<file path="src/rtl/param_fifo.sv">
// Synchronous FIFO with count-derived status flags, sticky over/underflow and flush.
// Read latency 1 cycle (FWFT=0) or 0 (FWFT=1); writes to a full FIFO are refused unless a read frees a slot.
module param_fifo #(
  parameter int WIDTH     = 32,
  parameter int DEPTH     = 8,
  parameter int AF_THRESH = DEPTH - 2,
  parameter int AE_THRESH = 2,
  parameter bit FWFT      = 1'b0
) (
  input  logic                       clk,
  input  logic                       rst,
  input  logic                       flush,
  input  logic                       wr_en,
  input  logic [WIDTH-1:0]           wdata,
  input  logic                       rd_en,
  output logic [WIDTH-1:0]           rdata,
  output logic                       full,
  output logic                       almost_full,
  output logic                       empty,
  output logic                       almost_empty,
  output logic [$clog2(DEPTH+1)-1:0] count,
  output logic                       overflow,
  output logic                       underflow,
  input  logic                       clr_err
);

  localparam int AW = $clog2(DEPTH);
  localparam int CW = $clog2(DEPTH + 1);
  localparam logic [CW-1:0] DEPTH_C = CW'(DEPTH);
  localparam logic [CW-1:0] AF_C    = CW'(AF_THRESH);
  localparam logic [CW-1:0] AE_C    = CW'(AE_THRESH);

  logic [WIDTH-1:0] mem [DEPTH];
  logic [AW-1:0]    wptr;
  logic [AW-1:0]    rptr;
  logic             wr_acc;
  logic             rd_acc;
  logic             ovf_evt;
  logic             unf_evt;

  assign full         = (count == DEPTH_C);
  assign empty        = (count == '0);
  assign almost_full  = (count >= AF_C);
  assign almost_empty = (count <= AE_C);

  // A read frees a slot in the same cycle, so a full FIFO still accepts a paired write.
  assign rd_acc  = rd_en && !empty && !flush;
  assign wr_acc  = wr_en && (!full || rd_acc) && !flush;
  assign ovf_evt = wr_en && full && !rd_acc && !flush;
  assign unf_evt = rd_en && empty && !flush;

  always_ff @(posedge clk) begin
    if (wr_acc) begin
      mem[wptr] <= wdata;
    end
  end

  always_ff @(posedge clk or negedge rst) begin
    if (!rst) begin
      wptr  <= '0;
      rptr  <= '0;
      count <= '0;
    end else if (flush) begin
      wptr  <= '0;
      rptr  <= '0;
      count <= '0;
    end else begin
      if (wr_acc) begin
        wptr <= wptr + AW'(1);
      end
      if (rd_acc) begin
        rptr <= rptr + AW'(1);
      end
      if (wr_acc && !rd_acc) begin
        count <= count + CW'(1);
      end else if (rd_acc && !wr_acc) begin
        count <= count - CW'(1);
      end
    end
  end

  // A fresh error event outranks a same-cycle clear.
  always_ff @(posedge clk or negedge rst) begin
    if (!rst) begin
      overflow  <= 1'b0;
      underflow <= 1'b0;
    end else begin
      overflow  <= ovf_evt || (overflow && !clr_err);
      underflow <= unf_evt || (underflow && !clr_err);
    end
  end

  generate
    if (FWFT) begin : g_fwft
      assign rdata = mem[rptr];
    end else begin : g_reg
      logic [WIDTH-1:0] rdata_q;
      always_ff @(posedge clk or negedge rst) begin
        if (!rst) begin
          rdata_q <= '0;
        end else if (rd_acc) begin
          rdata_q <= mem[rptr];
        end
      end
      assign rdata = rdata_q;
    end
  endgenerate

endmodule
</file>
<file path="config.mk">
export PLATFORM = sky130hd
export DESIGN_NAME = param_fifo
export DESIGN_NICKNAME = d
export VERILOG_FILES = /design/src/rtl/param_fifo.sv
export SDC_FILE = /design/constraint.sdc
export NUM_CORES = 1
export LEC_CHECK = 0
export CAP_MARGIN = 20
export CORE_MARGIN = 5
export CORE_UTILIZATION = 53
export DETAILED_ROUTE_END_ITERATION = 8
export GPL_ROUTABILITY_DRIVEN = 0
export PLACE_DENSITY_LB_ADDON = 0.12
export SLEW_MARGIN = 40
export SYNTH_ARGS = -nofsm -noshare
export SYNTH_HDL_FRONTEND = slang
export SYNTH_SLANG_ARGS = --single-unit
</file>
<file path="constraint.sdc">
create_clock -name clk -period 3.8 [get_ports clk]
set_clock_uncertainty 0.1 [all_clocks]
set_input_delay 1.14 -clock clk [delete_from_list [all_inputs] [get_ports clk]]
set_output_delay 1.14 -clock clk [all_outputs]
set_load 0.02 [all_outputs]
</file>
==> results of run 1 <==
==> per-layer routing <==
metal | share of wire [%] | vias up | global-route usage, %
met4 | 1.5 | 0 | 4.09
met3 | 5.4 | 26 | 2.83
met1 | 43 | 2834 | 26.1
met2 | 50 | 133 | 30.1
met5 | 0 | - | 0
li1 | - | 2481 | -
==> cell type report <==
class,instances,share of cell area (%)
well taps,275,2.49
repair buffers,105,7.82
flip-flops and latches,300,63.7
clock inverters,15,1.19
clock buffers,39,5.81
inverters,6,0.163
multi-input cells,229,18.9
==> power by group through the flow <==
stage          logic, uW  clock network, uW  registers, uW
2_1_floorplan       1310                  0           4290
3_3_place_gp        2300                  0           4180
3_5_place_dp        2320                  0           4200
4_1_cts             2330               2920           4130
5_1_grt             2480               3080           4180
6_report            2280               2860           4130
==> metrics by stage <==
| stage | setup WS, ns | hold WS (ns) | std cells | utilization (%) | total power, uW |
|---|---|---|---|---|---|
| floorplan | 0.267 | 0.444 | 561 | - | 5600 |
| global placement | 0.211 | 0.408 | 915 | 60.7 | 6480 |
| detailed placement | 0.118 | 0.419 | 915 | 60.7 | 6520 |
| CTS | 0.201 | 0.429 | 969 | 65.3 | 9380 |
| global route | 0.137 | 0.465 | 969 | 65.3 | 9740 |
| finish | 0.208 | 0.423 | 969 | 65.3 | 9270 |
==> placed cells by master (no fill, tap or decap), types with 2 or more instances in the layout <==
cell / count
clkdlybuf4s50_1: 78
mux2_2: 3
clkbuf_8: 4
clkbuf_1: 6
a21oi_1: 35
nor3_4: 2
dfrtp_1: 41
nand2b_1: 5
clkbuf_16: 29
xor2_1: 4
buf_12: 8
xnor2_1: 2
bufinv_16: 3
mux2i_1: 33
clkinv_4: 2
edfxtp_1: 256
clkinv_1: 2
clkinv_2: 5
nor2_4: 7
mux4_2: 64
nand2_1: 7
and2b_2: 2
ha_1: 4
nor2_1: 43
dfrtp_4: 2
clkinvlp_4: 2
inv_1: 6
buf_4: 18
==> critical path: cells and delay by family, from the launching register on <==
kind	cells	cell delay, ns
buffers and inverters	2	0.70
and+or+nand+nor	1	0.62
DFF	1	0.49
==> state kept, by name, indices dropped and copies added (netlist names) <==
signal     count
mem          256
underflow      1
wptr           3
rdata         32
rptr           3
overflow       1
count          4
==> worst paths after layout <==
path                            from   endpoint  slack, ns
setup reg to reg            count[1]   count[3]       1.08
max in group asynchronous        rst  rdata[28]       2.22
hold / removal             rdata[11]  rdata[11]       0.42
hold reg to reg            rdata[11]  rdata[11]       0.42
min in group asynchronous        rst  rdata[14]       0.53
setup / recovery            count[1]       full       0.21
==> logic make-up (layout without fill, tap and decap cells) <==
logic type | Yosys count | count (layout) | share of synthesized area [%]
buffers and inverters | 32 | 165 | 1.17
AOI/OAI and AO/OA | 47 | 47 | 2.50
and+or+nand+nor | 71 | 71 | 2.72
muxes | 100 | 100 | 15.8
adders and majority gates | 5 | 5 | 0.612
xor gates and xnor gates | 6 | 6 | 0.459
DFF | 300 | 300 | 76.8
==> impl_metrics.json, run 1 <==
{
  "status": "finished clean",
  "layout.nets": 714,
  "cts_setup_buffers": 0,
  "clk_pin_slew_worst_paths_ns": 0.06,
  "ctsHoldBuffers": 0,
  "seq_area_frac_synth_pct": 76.8,
  "leakagePower_uw": 0.00448,
  "max_slew_margin_pct": 50.7,
  "synth.most_common_cell": "edfxtp_1",
  "antenna_found_initial": 0,
  "die_h_um": 157,
  "ctsResizeCount": 0,
  "io_pins": 80,
  "power.density_mw_per_mm2": 671,
  "path_cells": "or4b_4, inv_1, clkdlybuf4s50_1",
  "dr_total_vias": 5474,
  "h-tree-depth": 1,
  "clock.fmax_mhz": 278,
  "syn_area_mm2": 0.0114,
  "root_buffer": "clkbuf_16",
  "synth.largest_area_cell": "edfxtp_1",
  "slowest_stage": "or4b_4",
  "synth-main-ff-cell": "edfxtp_1",
  "syn_avg_cell_area_um2": 20.4,
  "cp-end-kind": "primary output",
  "routed_wirelength_um": 21400,
  "finalCritPeriodShare_pct": 94.5,
  "dr.pass1.iters": 6,
  "synth_top_area_share_pct": 67.1,
  "arrival_ns": 2.35,
  "clockBufferDepth": 3,
  "cts_buffers": 29,
  "grt_pass1_vias": 5976,
  "drt-vias-per-instance": 5.65,
  "netlist_instances": 561,
  "drc": 0,
  "post-route-min-period_ns": 3.59,
  "grt_max_degree": 65,
  "ys_types": 38,
  "nFillCells": 1387,
  "placed_area_mm2": 0.0128,
  "whs_path_depth": 2,
  "grtUsageTotal_pct": 18.2,
  "tns_ns": 0,
  "clk_latency_ns": 0.55,
  "r2r_cells": 7,
  "fp.dieW_um": 157,
  "portBuffers": 79,
  "floorplan.initialDensity_pct": 54.1,
  "die-area_mm2": 0.0246,
  "antenna_cells": 0,
  "net-switching-power_uw": 2520,
  "crit_required_ns": 2.56,
  "rows": 53,
  "combPwrFrac_pct": 24.6,
  "areaGrowthSynthToFinish_pct": 20.7,
  "drt_iter0_markers": 374,
  "clkPwrFrac_pct": 30.9,
  "fin_area_mm2": 0.0138,
  "synth_commonest_cells": "edfxtp_1 (256), mux4_2 (64), nor2_1 (50)",
  "async_flop_share_pct": 14.7,
  "cap_violations": 0,
  "min_path_type": "flop to flop",
  "routedWlPerCell_um": 22.1,
  "rsz0062_at_grt": "false",
  "vdd_drop_max_mv": 0.393,
  "crit_fanout": 9,
  "slew_viol_final": 0,
  "globalRoute.totalOverflow": 0,
  "switching_share_pct": 27.2,
  "synth_seq_cells": 300,
  "hold_violations": 0,
  "p_int_uw": 6750,
  "grt_pass1_wl_um": 34200,
  "cts.sinks": 300,
  "worst_slew_pin_slew_ns": 0.739,
  "max_stage_delay_ns": 0.62,
  "ff_latch_area_mm2": 0.00880,
  "multi_input_area_mm2": 0.00261,
  "drive_above_1_share_pct": 23.1,
  "p_seq_share_pct": 44.6,
  "start_kind": "flop",
  "coreArea_mm2": 0.0212,
  "ant_nets": 0,
  "syn_nets": 604,
  "setup-violations-final": 0,
  "cts_tree": "done",
  "hpwl_um": 13200,
  "path_class": "flop to primary output",
  "synth_edf_count": 256,
  "ys_warn_count": 0,
  "ys_top_cells_by_area": "edfxtp_1 (67%), mux4_2 (13%), dfrtp_1 (9.6%)"
}
(Power assumes the default switching activity.)
==> run 2, diff against run 1 <==
CORE_UTILIZATION = 54   (was 53)
CTS_BUF_LIST = sky130_fd_sc_hd__clkbuf_16   (was not set)
clock period = 3.6 ns   (was 3.8 ns; I/O delays follow)
==> impl_metrics.json, run 2 (synthesis results as in run 1) <==
{
  "clockBufferDepth": 3,
  "clock.fmax_mhz": 302,
  "status": "finished clean",
  "slowest_stage": "clkdlybuf4s50_1",
  "drive_above_1_share_pct": 23.0,
  "ctsResizeCount": 0,
  "floorplan.initialDensity_pct": 54.6,
  "cap_violations": 0,
  "ctsHoldBuffers": 0,
  "finalCritPeriodShare_pct": 92.1,
  "crit_buf_inv": 2,
  "hpwl_um": 13000,
  "grt_pass1_vias": 5798,
  "path_cells": "nor4_1, buf_4, clkdlybuf4s50_1",
  "routedWlPerCell_um": 21.8,
  "largest_reg_flops": 256,
  "final_common_cell": "edfxtp_1",
  "ant_nets": 0,
  "crit_required_ns": 2.42,
  "max_slew_margin_pct": 50.1,
  "worst_slew_pin_slew_ns": 0.738,
  "final_cell_mix": "edfxtp_1 (256), clkdlybuf4s50_1 (77), mux4_2 (64)",
  "vdd_drop_max_mv": 0.381,
  "antenna_cells": 0,
  "rsz0062_at_grt": "false",
  "coreArea_mm2": 0.0210,
  "clk_latency_ns": 0.53,
  "tns_ns": 0,
  "hold_violations": 0,
  "setup-violations-final": 0,
  "max_stage_delay_ns": 0.60,
  "arrival_ns": 2.13,
  "post-route-min-period_ns": 3.31,
  "leakagePower_uw": 0.00454,
  "cts_tree": "done",
  "cp_top_family": "buffers and inverters",
  "cts_buffers": 29,
  "routed_wirelength_um": 21200,
  "start_kind": "flop",
  "power.density_mw_per_mm2": 701,
  "root_buffer": "clkbuf_16",
  "grt_pass1_wl_um": 33600,
  "regToRegSetupSlack_ns": 0.73,
  "die-area_mm2": 0.0242,
  "dr.pass1.iters": 5,
  "rows": 53,
  "antenna_found_initial": 0,
  "slew_viol_final": 0,
  "drc": 0,
  "clk_pin_slew_worst_paths_ns": 0.06,
  "io_pins": 80,
  "top_register": "mem",
  "fp.dieW_um": 156,
  "cts_setup_buffers": 0,
  "die_h_um": 156,
  "drt-vias-per-instance": 5.62,
  "grt_max_degree": 65,
  "final_core_util_pct": 66.2,
  "cts.sinks": 300,
  "portBuffers": 79,
  "cp-end-kind": "primary output",
  "areaGrowthSynthToFinish_pct": 21.2,
  "layout.nets": 716,
  "path_class": "flop to primary output",
  "globalRoute.totalOverflow": 0,
  "h-tree-depth": 1,
  "min_path_type": "input pin to async pin",
  "drt_iter0_markers": 263,
  "dr_total_vias": 5455,
  "grtUsageTotal_pct": 18.0,
  "crit_fanout": 9
}
[run 2: cell types whose count changed in the layout (fill, tap and decap cells not counted), sizes merged]
cell | previous run | this run
clkbuf | 39 | 29
inv | 7 | 14
buf | 27 | 29
clkinv | 9 | 11
bufinv | 3 | 4
clkdlybuf4s50 | 78 | 77
dlymetal6s2s | 0 | 1
[run 2: layout make-up]
class                           count  area [um2]
Inverter                            6        22.5
Sequential cell                   300        8800
Timing Repair Buffer              107        1160
Clock buffer                       29         726
Clock inverter                     25         226
Multi-Input combinational cell    229        2600
Fill cell                        1422        7070
Tap cell                          275         344
[run 2: metal layers]
metal / vias up / track usage, % / wire length, um
met5: - / 0 / 0
met4: 0 / 3.42 / 244
met3: 26 / 2.94 / 1040
met2: 131 / 30.1 / 10500
met1: 2818 / 25.9 / 9440
li1: 2480 / - / -
[run 2: final timing paths]
kind / startpoint / end / depth (start not counted)
worst max-delay path: count[1] / empty / 3
min in group clk: rdata[3] / rdata[3] / 2
max in group asynchronous: rst / rdata[2] / 2
worst max register to register: count[1] / count[3] / 7
worst min-delay path: rst / count[0] / 1
worst min register to register: rdata[3] / rdata[3] / 2
[run 2: metrics by stage]
stage / instance area, um2 / power, uW / hold slack (ns) / setup slack (ns) / cells
2_1_floorplan: 11500 / 5910 / 0.444 / 0.127 / 561
3_3_place_gp: 12900 / 6830 / 0.404 / 0.161 / 917
3_5_place_dp: 12900 / 6880 / 0.414 / 0.137 / 917
4_1_cts: 13900 / 9870 / 0.430 / 0.0568 / 971
5_1_grt: 13900 / 10200 / 0.399 / 0.171 / 971
6_report: 13900 / 9730 / 0.385 / 0.285 / 971
[run 2: worst register-to-register path: stages, from the launching register on]
cell and delay [ns]:
dfrtp_1 0.48, o41ai_1 0.76, nand2_1 0.22, ha_1 0.34
a21o_2 0.13, a21oi_1 0.09, or3_2 0.41, a32o_1 0.24
[run 2: where the power goes]
group	leakage (uW)	internal, uW	switching [uW]	total (uW)
Combinational	0.00123	1270	1140	2410
Clock	0.000495	1750	1220	2980
Sequential	0.00282	4080	265	4340
==> run 3, diff against run 2 <==
SKIP_LAST_GASP = 1   (was not set)
==> results of run 3 <==
Same layout as run 2: the final DEF is identical, and so are final timing and power.
==> variant: new RTL, settings of run 1 <==
Change the parameter `FWFT` from 1'b0 to 1'b1.
--- a/src/rtl/param_fifo.sv
+++ b/src/rtl/param_fifo.sv
@@ -6,5 +6,5 @@
   parameter int AF_THRESH = DEPTH - 2,
   parameter int AE_THRESH = 2,
-  parameter bit FWFT      = 1'b0
+  parameter bit FWFT      = 1'b1
 ) (
   input  logic                       clk,
Function: changed (Yosys sat finds a counterexample within 4 cycles, from zero or initial values and one cycle with rst low).
==> variant against run 1 <==
- worst setup slack got worse by 0.098 ns
- final area is 8.7% lower
- fmax shrank 2.7%
- wire length fell by 10%
- global-route usage is 0.57 points lower
- count of clock-buffer cells in the layout fell by 4
- power shrank 16%
- sequential cell count fell by 32
- highest routed layer is now met5
- clock power decreased by 17%
- area after synthesis down 8.9%
- combinational power shrank 12%
==> variant: results <==
export IMPL_critical_path_max_stage_delay_ns=0.55
export IMPL_clock_root_buffer="clkbuf_16"
export IMPL_arrival_ns=2.45
export IMPL_grt_antenna_before_repair=1
export IMPL_synth_fa_ha_area_share_pct=0.672
export IMPL_layout_nets=616
export IMPL_dpl_instance_area_um2=11800
export IMPL_cp_slowest_cell="mux4_2"
export IMPL_dpl_hpwl_um=11400
export IMPL_synth_xor_area_share_pct=0.588
export IMPL_final_fill_count=1329
export IMPL_ys_seq_area_share_pct=76.6
export IMPL_power_leakage_uw=0.00405
export IMPL_reg_top3="mem (256), count (4)"
export IMPL_crit_fanout=35
export IMPL_async_reset_ff_share_pct=4.48
export IMPL_synth_common_cells="edfxtp_1, mux4_2, mux2_2"
export IMPL_peakVddDrop_mv=0.488
export IMPL_grt_pass1_vias=5214
export IMPL_dp_slack_ns=0.368
export IMPL_yosysMostFrequentCell="edfxtp_1"
export IMPL_path_delay_family="multiplexers"
export IMPL_dominantRegCellSynth="edfxtp_1"
export IMPL_yosysUniqueCellTypes=35
export IMPL_grt_max_degree=36
export IMPL_grt_pass1_wl_um=29800
export IMPL_drt_wirelength_per_cell_um=22.3
export IMPL_antennaDiodeCount=0
export IMPL_grt_usage_pct=17.6
export IMPL_status="completed"
export IMPL_cts_made_buffers=27
export IMPL_post_cts_buffers=0
export IMPL_drive_above_1_share_pct=28.3
export IMPL_clk_latency_ns=0.51
export IMPL_cts_resized=33
export IMPL_synthTopCellsByArea="edfxtp_1, mux4_2, mux2_2"
export IMPL_synth_compound_area_share_pct=1.37
export IMPL_synth_edf_count=256
export IMPL_synth_mux_area_share_pct=17.5
export IMPL_synth_nets=506
export IMPL_drt_pass1_iterations=4
export IMPL_vias_per_cell=5.63
export IMPL_drt_iter0_markers=219
export IMPL_maxSlewHeadroom_pct=59.8
## variant: where the power goes
group / internal, uW / switching [uW]
Clock: 1370 / 1010
Combinational: 1040 / 955
Sequential: 3340 / 100
## variant: cell type report
type | count | area [um^2] | share of cell area (%)
timing repair buffer | 104 | 1120 | 8.89
sequential | 268 | 7990 | 63.4
inverter | 6 | 22.5 | 0.179
clock inverter | 15 | 95.1 | 0.754
multi-input combinational | 166 | 2350 | 18.6
tap | 265 | 332 | 2.63
clock buffer | 35 | 706 | 5.59
## variant: cell families after synthesis
family	after synthesis
flip-flops	268
multiplexers	98
AND/OR/NAND/NOR	39
buffers and inverters	29
AO/OA/AOI/OAI	17
XOR/XNOR	7
adder cells (fa/ha/maj)	5
## variant: worst reg2reg max path, stage by stage (launching register included)
cell,delay (ns)
dfrtp_1,0.47
nor3_1,0.49
and2_1,0.21
or3_1,0.17
ha_1,0.25
a211oi_1,0.23
nor2_1,0.11
o221a_2,0.13
nor3_1,0.17
## variant: worst paths after layout
check                               start   endpoint  slack [ns]  depth (start not counted)
worst max-delay path              rptr[0]  rdata[24]        0.11                          4
worst min-delay path            underflow  underflow        0.40                          2
worst max register to register   count[1]   count[3]        1.37                          8
worst min register to register  underflow  underflow        0.40                          2
max in group asynchronous             rst    rptr[0]        2.29                          1
min in group asynchronous             rst   count[2]        0.89                          1
## variant: layer usage
metal	vias to the layer above	wire length, um	part of all wire (%)	track usage [%]
met4	2	266	1.4	3.34
met5	-	7	0.037	0
met3	24	891	4.6	3.13
met1	2545	8010	42	23.8
li1	2166	-	-	-
met2	100	9990	52	30.6
## variant: per-stage QoR
stage | total power, uW | instances
after global routing | 8180 | 859
after global placement | 5630 | 809
after CTS | 7940 | 859
after floorplan | 4910 | 463
final | 7820 | 859
after detailed placement | 5660 | 809
